File: config.mk
export PLATFORM = sky130hd
export DESIGN_NAME = rx_bit_timer
export DESIGN_NICKNAME = d
export VERILOG_FILES = /design/src/rtl/rx_bit_timer.sv
export SDC_FILE = /design/constraint.sdc
export NUM_CORES = 1
export LEC_CHECK = 0
export ABC_CLOCK_PERIOD_IN_PS = 10550
export CAP_MARGIN = 25
export CELL_PAD_IN_SITES_DETAIL_PLACEMENT = 2
export CELL_PAD_IN_SITES_GLOBAL_PLACEMENT = 2
export CORE_MARGIN = 3
export CORE_UTILIZATION = 38
export DETAILED_ROUTE_END_ITERATION = 10
export PLACE_DENSITY_LB_ADDON = 0.1
export SLEW_MARGIN = 5
export SYNTH_ARGS = -nofsm -noshare
export SYNTH_HDL_FRONTEND = slang
export SYNTH_SLANG_ARGS = --single-unit
File: constraint.sdc
create_clock -name clk -period 10.55 [get_ports clk]
set_clock_uncertainty 0.05 [all_clocks]
set_input_delay 1.055 -clock clk [delete_from_list [all_inputs] [get_ports clk]]
set_output_delay 1.055 -clock clk [all_outputs]
set_load 0.01 [all_outputs]
File: src/rtl/rx_bit_timer.sv
// Mid-bit sample timer for the UART receiver: one strobe per data bit plus the
// stop bit, then a single packet_done pulse. All outputs are registered.
module rx_bit_timer #(
    parameter int unsigned BP_BITS = 14
) (
    input  logic               clk,
    input  logic               rst,
    input  logic               enable_timer,
    input  logic [BP_BITS-1:0] bit_period,
    input  logic [3:0]         data_size,
    output logic               shift_strobe,
    output logic               packet_done,
    output logic               timer_busy,
    output logic [3:0]         bit_index
);

    localparam int unsigned CntW = BP_BITS + 1;

    typedef enum logic [2:0] {StIdle, StStart, StData, StDone, StRearm} state_e;

    state_e state_q, state_d;

    logic [BP_BITS-1:0] bp_q, bp_d;
    logic [3:0]         ds_q, ds_d;
    logic [CntW-1:0]    clk_cnt_q, clk_cnt_d;
    logic [3:0]         bit_index_q, bit_index_d;
    logic               strobe_q, strobe_d;
    logic               done_q, done_d;
    logic               busy_q, busy_d;

    logic [BP_BITS-1:0] bp_clamped;
    logic [3:0]         ds_clamped;
    logic [CntW-1:0]    start_span;
    logic [CntW-1:0]    cnt_target;
    logic               timing;
    logic               cnt_hit;
    logic               last_strobe;

    assign bp_clamped = (bit_period < BP_BITS'(2)) ? BP_BITS'(2) : bit_period;
    assign ds_clamped = (data_size < 4'd5) ? 4'd5 :
                        (data_size > 4'd8) ? 4'd8 : data_size;

    // 1.5 bit periods: skip the start bit and land in the middle of data bit 0.
    assign start_span  = {1'b0, bp_q} + {2'b00, bp_q[BP_BITS-1:1]};
    assign cnt_target  = (state_q == StStart) ? start_span : {1'b0, bp_q};
    assign timing      = (state_q == StStart) || (state_q == StData);
    assign cnt_hit     = (clk_cnt_q == cnt_target);
    assign last_strobe = (bit_index_q == ds_q);

    // State register
    always_ff @(posedge clk or posedge rst) begin
        if (rst) begin
            state_q <= StIdle;
        end else begin
            state_q <= state_d;
        end
    end

    // Next-state logic
    always_comb begin
        state_d = state_q;
        unique case (state_q)
            StIdle: begin
                if (enable_timer) state_d = StStart;
            end
            StStart: begin
                if (!enable_timer)  state_d = StIdle;
                else if (cnt_hit)   state_d = StData;
            end
            StData: begin
                if (!enable_timer)                state_d = StIdle;
                else if (cnt_hit && last_strobe)  state_d = StDone;
            end
            StDone: begin
                state_d = StRearm;
            end
            StRearm: begin
                if (!enable_timer) state_d = StIdle;
            end
            default: state_d = StIdle;
        endcase
    end

    // Output and datapath next values; abort wins over a strobe due on the same edge.
    always_comb begin
        bp_d        = bp_q;
        ds_d        = ds_q;
        clk_cnt_d   = clk_cnt_q;
        bit_index_d = bit_index_q;
        strobe_d    = timing && enable_timer && cnt_hit;
        done_d      = (state_q == StDone);
        busy_d      = (state_d == StStart) || (state_d == StData) || (state_d == StDone);

        if ((state_q == StIdle) && enable_timer) begin
            bp_d        = bp_clamped;
            ds_d        = ds_clamped;
            clk_cnt_d   = CntW'(1);
            bit_index_d = 4'd0;
        end else if (timing && enable_timer) begin
            if (cnt_hit) begin
                clk_cnt_d = CntW'(1);
                if (bit_index_q <= ds_q) bit_index_d = bit_index_q + 4'd1;
            end else begin
                clk_cnt_d = clk_cnt_q + CntW'(1);
            end
        end
    end

    always_ff @(posedge clk or posedge rst) begin
        if (rst) begin
            bp_q        <= '0;
            ds_q        <= '0;
            clk_cnt_q   <= '0;
            bit_index_q <= '0;
            strobe_q    <= 1'b0;
            done_q      <= 1'b0;
            busy_q      <= 1'b0;
        end else begin
            bp_q        <= bp_d;
            ds_q        <= ds_d;
            clk_cnt_q   <= clk_cnt_d;
            bit_index_q <= bit_index_d;
            strobe_q    <= strobe_d;
            done_q      <= done_d;
            busy_q      <= busy_d;
        end
    end

    assign shift_strobe = strobe_q;
    assign packet_done  = done_q;
    assign timer_busy   = busy_q;
    assign bit_index    = bit_index_q;

endmodule

; Yosys cells after proc, flatten, opt, wreduce, memory -nomap -nowiden
; Cells that the tools add are included.
[word_totals]
reg_bits = 43
in_bits = 21
out_inout_bits = 7
wordCells = 54
[op_classes]
add_sub_neg = 3
n_lt_le_gt_ge = 4
eq_ne = 9
mux = 18
reduce_logical = 12
[ops]
columns = op, count
row1 = two-way mux 15 bit, 4
row2 = two-way mux 4 bit, 6
row3 = two-way mux 3 bit, 6
row4 = adder 14 x 13 -> 15 bit, 1
row5 = adder 15 x 1 -> 15 bit (second input constant), 1
row6 = equality test 15 bit, 1
row7 = case mux 3 bit (5 select lines), 1
row8 = less-than comparator 14 x 2 -> 1 bit (second input constant), 1
row9 = two-way mux 14 bit, 1
row10 = equality test 3 x 2 -> 1 bit (second input constant), 4
row11 = equality test 3 x 1 -> 1 bit (second input constant), 2
row12 = nonzero test 2 bit, 3
row13 = adder 4 x 1 -> 4 bit (second input constant), 1
row14 = equality test 4 bit, 1
row15 = > comparator 4 bit (second input constant), 1
row16 = less-or-equal comparator 4 bit, 1
row17 = logical AND 1 bit, 4
row18 = less-than comparator 4 x 3 -> 1 bit (second input constant), 1
row19 = equality test 3 bit (second input constant), 1
row20 = zero test 3 bit, 1
row21 = logical OR 1 bit, 3
row22 = AND reduction 3 bit, 1

; Depth between registers and ports, before layout
; Gate-level depths: netlist (run 1).
[logic_depth]
ltp_word = 10
ltp_mapped = 12
depth_no_buf = 10

; Least setup slack after synthesis (run 1)
; OpenSTA, ideal clock, no wires.
[synth_path]
path_type = register to register
from = register bp_q[1]
to = register clk_cnt_q[7]
setup_time_ns = 0.131
arrival_time_ns = 3.205
t_required_ns = 10.369
slack_ns = 7.164
path_stages_with_launch = 10
n_path_buf = 0
period_less_slack_ns = 3.386
cell_sequence = dfrtp_1 ha_1 fa_1 a211oi_2 o21ai_0 a2111oi_0 o221ai_1 o31ai_2 o21ai_0 or3_1
[synth_between]
elab_chain_len = 6
[synth_rtl]
columns = item, line_no
row1 = from (decl), 23  ; logic [BP_BITS-1:0] bp_q, bp_d;
row2 = from (signal assigned), 119  ; bp_q <= bp_d;
row3 = adder 14 x 13 -> 15 bit, 44  ; assign start_span = {1'b0, bp_q} + {2'b00, bp_q[BP_BITS-1:1]};
row4 = two-way mux 15 bit (*), 45  ; assign cnt_target = (state_q == StStart) ? start_span : {1'b0, bp_q};
row5 = equality test 15 bit (*), 47  ; assign cnt_hit = (clk_cnt_q == cnt_target);
row6 = two-way mux 15 bit (*), 100  ; if (cnt_hit) begin
row7 = two-way mux 15 bit (*), 99  ; end else if (timing && enable_timer) begin
row8 = two-way mux 15 bit (*), 94  ; if ((state_q == StIdle) && enable_timer) begin
row9 = to (signal assigned), 121  ; clk_cnt_q <= clk_cnt_d;
row10 = to (decl), 25  ; logic [CntW-1:0] clk_cnt_q, clk_cnt_d;
; Every way passes the cells marked *; elsewhere a longest branch is shown, timed or not. The select of a mux whose other input is x is not followed.
; A chain may end at the register's enable or synchronous reset.

; Worst setup path after layout (run 1)
[layout_path]
from = register bp_q[2]
to = register clk_cnt_q[7]
; The elaborated chain is that of the path after synthesis.

==> results of run 1 <==
state kept, by name, summed over array words and instances, names as in the netlist:
| signal | count |
|---|---|
| bp_q | 14 |
| clk_cnt_q | 15 |
| bit_index | 4 |
| state_q | 3 |
| shift_strobe | 1 |
| timer_busy | 1 |
| packet_done | 1 |
| ds_q | 4 |
cells by family after synthesis:
kind of cell / count (synthesis)
xor+xnor: 27
fa+ha+maj: 21
flops: 43
mux: 5
simple gates: 175
buf+inv: 36
compound gates: 98
Yosys cell counts, drive strengths merged, types with 4 or more instances:
cell     n  area [um^2]
a31oi    5         31.3
nor2    28          105
buf      5         46.3
a311oi  10         87.6
mux2i    5         50.1
nor2b    4         25.0
xnor2   12          105
a21oi   17         85.1
o211ai   7         57.6
o21ai   24          120
a211oi   4         35.0
and3     5         31.3
o21a     4         30.0
inv     12         45.0
nor3     8         40.0
nand4   12         81.3
clkbuf  19         71.3
nand3   16         80.1
dfrtp   43         1080
nand2b  10         62.6
xor2    15          131
ha      20          250
nand2   67          259
or3      8         50.1
o31ai    5         42.5
path summary, 6_finish.rpt:
path | from | end | slack, ns | cells past startpoint
worst max-delay path | bp_q[2] | clk_cnt_q[7] | 6.48 | 9
worst min-delay path | ds_q[0] | ds_q[0] | 0.47 | 2
worst max register to register | bp_q[2] | clk_cnt_q[7] | 6.48 | 9
worst min register to register | ds_q[0] | ds_q[0] | 0.47 | 2
max in group asynchronous | rst | clk_cnt_q[4] | 9.03 | 3
min in group asynchronous | rst | bp_q[7] | 0.93 | 2
stage by stage:
| step | instances | setup WS [ns] | utilization |
|---|---|---|---|
| 6_report | 526 | 6.48 | 0.454 |
| 5_1_grt | 526 | 6.19 | 0.454 |
| 4_1_cts | 525 | 6.53 | 0.452 |
| 3_5_place_dp | 517 | 6.54 | 0.438 |
| 3_3_place_gp | 517 | 6.76 | 0.438 |
| 2_1_floorplan | 405 | 7.16 | - |
layout make-up:
| type | instances | share of cell area |
|---|---|---|
| Clock buffer | 5 | 0.0181 |
| Clock inverter | 3 | 0.0115 |
| Inverter | 12 | 0.0118 |
| Multi-Input combinational cell | 326 | 0.557 |
| Sequential cell | 43 | 0.283 |
| Tap cell | 105 | 0.0345 |
| Timing Repair Buffer | 32 | 0.0842 |
cells in the final DEF (no fill, tap or decap), types with 6 or more instances in the layout:
| cell | instances |
|---|---|
| xnor2_1 | 12 |
| nand2_1 | 66 |
| o21ai_0 | 24 |
| a311oi_1 | 10 |
| nand2b_1 | 10 |
| xor2_1 | 15 |
| nand4_1 | 11 |
| inv_1 | 11 |
| nor2_1 | 28 |
| a21oi_1 | 17 |
| or3_1 | 8 |
| dfrtp_1 | 43 |
| nand3_1 | 16 |
| ha_1 | 20 |
| nor3_1 | 7 |
| o211ai_1 | 6 |
| clkdlybuf4s50_1 | 27 |
worst max-delay path, cell delays in order (launching register included):
cell       delay, ns
dfrtp_1         0.47
ha_1            0.31
a211oi_1        0.56
o21ai_0         0.38
o21ai_0         0.34
o2111ai_1       0.18
nor4b_2         0.38
and4_1          0.75
a2111oi_1       0.20
or3_1           0.33
layer usage:
metal,wire length (um),part of all wire,track usage,vias to the layer above
li1,-,-,-,1497
met2,5440,0.48,0.388,67
met1,5330,0.47,0.350,1605
met3,434,0.038,0.0292,8
met5,0,0,0,-
met4,99,0.0088,0.0483,0
power groups by stage:
| stage | registers (W) | logic (W) | clock network [W] |
|---|---|---|---|
| after floorplan | 0.000190 | 0.000137 | 0 |
| after global placement | 0.000198 | 0.000181 | 0 |
| after detailed placement | 0.000199 | 0.000189 | 0 |
| after CTS | 0.000196 | 0.000194 | 0.000142 |
| after global routing | 0.000199 | 0.000218 | 0.000148 |
| final | 0.000197 | 0.000195 | 0.000137 |
==> impl_metrics.env, run 1 <==
export IMPL_grt_max_degree=44
export IMPL_maxCapViolations=0
export IMPL_cts_resized=0
export IMPL_endpoint_kind="register"
export IMPL_cts_setup_buffers=0
export IMPL_yosysWarnings=0
export IMPL_antenna_left=0
export IMPL_worst_pin_slew_ns=0.802
export IMPL_diodes=0
export IMPL_hold_worst_slack_ns=0.465
export IMPL_synth_top_family_by_area="simple AND/OR/NAND/NOR gates"
export IMPL_clockRootBuffer="clkbuf_8"
export IMPL_rsz0062_at_grt="false"
export IMPL_seq_power_share=0.372
export IMPL_worstSetupPathType="register to register"
export IMPL_dr_first_iter_drc_count=152
export IMPL_outcome="finished, final reports clean"
export IMPL_switching_share=0.388
export IMPL_power_density_mw_per_mm2=139
export IMPL_core_mm2=0.00838
export IMPL_fin_crit_ns=4.07
export IMPL_multiInputGateArea_mm2=0.00212
export IMPL_ir_drop_uv=69.3
export IMPL_syn_area_mm2=0.00335
export IMPL_vias_per_cell=6.04
export IMPL_maxSlewViolCount=0
export IMPL_dp_hpwl_um=8260
export IMPL_wl_per_cell_um=21.5
export IMPL_path_clk_slew_ns=0.10
export IMPL_yosys_area_share_xor_xnor=0.0705
export IMPL_cts_tree="yes"
export IMPL_grt_overflow=0
export IMPL_pwr_share_clk=0.260
export IMPL_grt_pass1_vias=3499
export IMPL_crit_fanout=17
export IMPL_port_buffers=27
export IMPL_htree_levels=2
export IMPL_die_x_um=99.9
export IMPL_hold_violations=0
export IMPL_synth_edff_count=0
export IMPL_avgSynthCellArea_um2=8.28
export IMPL_dieArea_mm2=0.00999
export IMPL_placed_cell_area_mm2=0.00367
export IMPL_cts_sinks=43
export IMPL_ys_seq_elements=43
export IMPL_finalWirelength_um=11300
export IMPL_required_ns=10.70
export IMPL_synth_distinct_cells=59
export IMPL_slew_headroom=0.466
export IMPL_fin_crit_sh=0.385
export IMPL_io_pin_count=28
export IMPL_synthMuxAreaShare=0.0149
export IMPL_cts_buffers=5
export IMPL_synth_seq_area_share=0.321
export IMPL_areaGrowthSynthToFinish_pct=13.5
export IMPL_antenna_found_initial=0
export IMPL_pwr_share_comb=0.368
export IMPL_start_util=0.400
export IMPL_gp_congestion=0.896
export IMPL_power_w=0.000529
export IMPL_p_int_w=0.000324
export IMPL_synth_cells=405
export IMPL_drive_above_1_share=0.0641
export IMPL_die_y_um=99.9
export IMPL_setup_viol=0
export IMPL_synth_async_sr_flop_share=1.00
export IMPL_clockBufferDepth=2
export IMPL_n_fill_cell=941
export IMPL_clk_insertion_delay_late_ns=0.31
export IMPL_num_rows=33
export IMPL_tns_ns=0
export IMPL_first_pass_iters=4
export IMPL_synthAdderAreaFrac=0.0806
export IMPL_synth_flop_cell="dfrtp_1"
export IMPL_fmaxAchievable_ghz=0.246
export IMPL_synthSimpleGateAreaFrac=0.260
export IMPL_leakage_nw=1.59
export IMPL_syn_nets=447
export IMPL_crit_path_start_kind="register"
export IMPL_grt_pass1_wl_um=19000
export IMPL_final_nets=462
export IMPL_via_count=3177
export IMPL_drcViolationCount=0
export IMPL_finish_instance_area_mm2=0.00380
export IMPL_grt_usage=0.242
export IMPL_arrival_ns=4.22
export IMPL_ctsHoldBuffers=0
export IMPL_synth_compound_area_frac=0.204
export IMPL_power_switching_w=0.000205
export IMPL_min_path_type="register to register"
export IMPL_seqCellArea_mm2=0.00108
No activity file was read; power rests on OpenSTA's default activity.
==> run 2, diff against run 1 <==
--- a/config.mk
+++ b/config.mk
@@ -5,12 +5,12 @@
 export SDC_FILE = /design/constraint.sdc
 export NUM_CORES = 1
 export LEC_CHECK = 0
-export ABC_CLOCK_PERIOD_IN_PS = 10550
+export ABC_CLOCK_PERIOD_IN_PS = 4000
 export CAP_MARGIN = 25
 export CELL_PAD_IN_SITES_DETAIL_PLACEMENT = 2
 export CELL_PAD_IN_SITES_GLOBAL_PLACEMENT = 2
 export CORE_MARGIN = 3
-export CORE_UTILIZATION = 38
+export CORE_UTILIZATION = 36
 export DETAILED_ROUTE_END_ITERATION = 10
 export PLACE_DENSITY_LB_ADDON = 0.1
 export SLEW_MARGIN = 5
==> constraint.sdc (replaced) <==
create_clock -name clk -period 4 [get_ports clk]
set_clock_uncertainty 0.05 [all_clocks]
set_input_delay 0.4 -clock clk [delete_from_list [all_inputs] [get_ports clk]]
set_output_delay 0.4 -clock clk [all_outputs]
set_load 0.01 [all_outputs]
==> run 2 against run 1 <==
  * Critical endpoint unchanged
  * Sequential power grew to 2.6 times the previous value
  * First-iteration DRC count down 20%
  * Global-route usage fell by 2.8 points
  * Non-clock buffer count grew 5
  * Clock-buffer cell count grew 1
==> impl_metrics.env, run 2 (synthesis gave the netlist of run 1 again) <==
export IMPL_outcome="finished, final reports clean"
export IMPL_antenna_left=0
export IMPL_dr_first_iter_drc_count=121
export IMPL_crit_slowest_cell="dfrtp_1"
export IMPL_leakage_nw=1.60
export IMPL_grt_usage=0.213
export IMPL_final_nets=467
export IMPL_critPathBufInv=1
export IMPL_dieArea_mm2=0.0105
export IMPL_arrival_ns=3.72
export IMPL_die_y_um=103
export IMPL_pwr_share_clk=0.216
export IMPL_start_util=0.377
export IMPL_ctsHoldBuffers=0
export IMPL_drive_above_1_share=0.0751
export IMPL_fin_crit_sh=0.900
export IMPL_maxCapViolations=0
export IMPL_worstSetupPathType="register to register"
export IMPL_clockBufferDepth=2
export IMPL_maxSlewViolCount=0
export IMPL_cts_sinks=43
export IMPL_top_usage_layer="met2"
export IMPL_finalWirelength_um=10600
export IMPL_switching_share=0.391
export IMPL_num_rows=34
export IMPL_drcViolationCount=0
export IMPL_largest_register="clk_cnt_q"
export IMPL_min_path_type="primary input to asynchronous set/reset pin"
export IMPL_diodes=0
export IMPL_largest_reg_flops=15
export IMPL_gr_usage_met2=0.342
export IMPL_n_fill_cell=1035
export IMPL_fin_crit_ns=3.60
export IMPL_crit_fanout=12
export IMPL_grt_pass1_wl_um=17500
export IMPL_grt_util_met1=0.314
export IMPL_grt_overflow=0
export IMPL_power_switching_w=0.000510
export IMPL_utilization=0.430
export IMPL_endpoint_kind="register"
export IMPL_crit_path_start_kind="register"
export IMPL_fmaxAchievable_ghz=0.278
export IMPL_rsz0062_at_grt="false"
export IMPL_clk_insertion_delay_late_ns=0.30
export IMPL_pwr_share_comb=0.388
export IMPL_cts_tree="yes"
export IMPL_areaGrowthSynthToFinish_pct=13.9
export IMPL_first_pass_iters=6
export IMPL_port_buffers=27
export IMPL_cts_buffers=5
export IMPL_tns_ns=0
export IMPL_grt_max_degree=44
export IMPL_r2r_end="clk_cnt_q[7]"
export IMPL_critical_path_max_stage_delay_ns=0.46
export IMPL_antenna_found_initial=0
export IMPL_die_x_um=103
export IMPL_dp_hpwl_um=8340
export IMPL_worstRegToRegCells=10
export IMPL_htree_levels=2
export IMPL_clockRootBuffer="clkbuf_8"
export IMPL_r2r_start="bp_q[1]"
export IMPL_core_mm2=0.00889
export IMPL_hold_violations=0
export IMPL_wl_per_cell_um=19.9
export IMPL_seq_power_share=0.396
export IMPL_path_clk_slew_ns=0.08
export IMPL_layout_commonest_cell="nand2_1"
export IMPL_via_count=3183
export IMPL_worst_pin_slew_ns=0.777
export IMPL_critical_path_top_delay_family="compound AO/OA/AOI/OAI gates"
export IMPL_slew_headroom=0.482
export IMPL_io_pin_count=28
export IMPL_grt_pass1_vias=3323
export IMPL_biggestRegsByFlops="clk_cnt_q (15), bp_q (14)"
export IMPL_required_ns=4.12
export IMPL_layout_common_cells="nand2_1, dfrtp_1, nor2_1"
export IMPL_gp_congestion=0.822
export IMPL_grt_util_met3=0.0257
export IMPL_vias_per_cell=5.96
export IMPL_path_cells="ha_1 > fa_1 > a211oi_2 > o21ai_1 > a2111oi_0 > o221ai_1 > o31ai_2 > buf_4 > o21ai_0 > or3_1"
export IMPL_ir_drop_uv=125
export IMPL_reg2reg_slack_ns=0.40
export IMPL_power_density_mw_per_mm2=342
export IMPL_setup_viol=0
export IMPL_p_int_w=0.000796
-- run 2: changes by cell type in the layout (fill, tap and decap cells not counted), sizes merged --
cell      before  now
clkinv         2    1
clkinvlp       0    1
buf            5   10
bufinv         1    0
clkbuf         5    6
-- run 2: cell type report --
cell class              count  area [um^2]  area share
inverters                  12         45.0      0.0118
well taps                 108          135      0.0354
multi-input cells         326         2120       0.555
clock inverters             2         12.5     0.00328
flip-flops and latches     43         1080       0.282
clock buffers               6         72.6      0.0190
repair buffers             37          358      0.0937
-- run 2: worst max path at each step --
stage | from | depth (start not counted) | end
floorplan | bp_q[1] | 9 | clk_cnt_q[7]
global placement | bp_q[1] | 10 | clk_cnt_q[7]
detailed placement | bp_q[1] | 10 | clk_cnt_q[7]
CTS | bp_q[1] | 10 | clk_cnt_q[7]
global route | bp_q[1] | 10 | clk_cnt_q[7]
finish | bp_q[1] | 10 | clk_cnt_q[7]
-- run 2: worst reg2reg max path, delay by kind of cell, from the launching register on --
family	cells	cell delay, ns
simple gates	1	0.38
fa+ha+maj	2	0.70
buf+inv	1	0.25
flops	1	0.46
compound gates	6	1.63
-- run 2: routing by layer --
layer  routed length [um]  share of wire
met3                  231          0.022
met4                   68         0.0064
met5                    0              0
met1                 5360           0.50
met2                 4960           0.47
-- run 2: what timing repair did --
action / CTS / global route
gates resized for setup: 0 / 2
hold endpoints to repair: 0 / 0
buffers inserted: 0 / 0
setup endpoints to repair: 0 / 4
-- run 2: power by group through the flow --
stage | Sequential, W | Combinational, W | Clock, W
detailed placement | 0.000526 | 0.000503 | 0
floorplan | 0.000501 | 0.000361 | 0
finish | 0.000518 | 0.000507 | 0.000282
CTS | 0.000518 | 0.000506 | 0.000292
global placement | 0.000523 | 0.000485 | 0
global route | 0.000524 | 0.000572 | 0.000313
-- run 2: stage by stage --
step / instances / area [um^2] / setup slack [ns] / hold slack, ns / power (W)
after detailed placement: 525 / 3710 / 0.215 / 0.466 / 0.00103
final: 534 / 3820 / 0.399 / 0.255 / 0.00131
after floorplan: 405 / 3350 / 0.614 / 0.403 / 0.000862
after global routing: 534 / 3820 / 0.124 / 0.249 / 0.00141
after CTS: 533 / 3800 / 0.191 / 0.488 / 0.00132
after global placement: 525 / 3710 / 0.389 / 0.457 / 0.00101
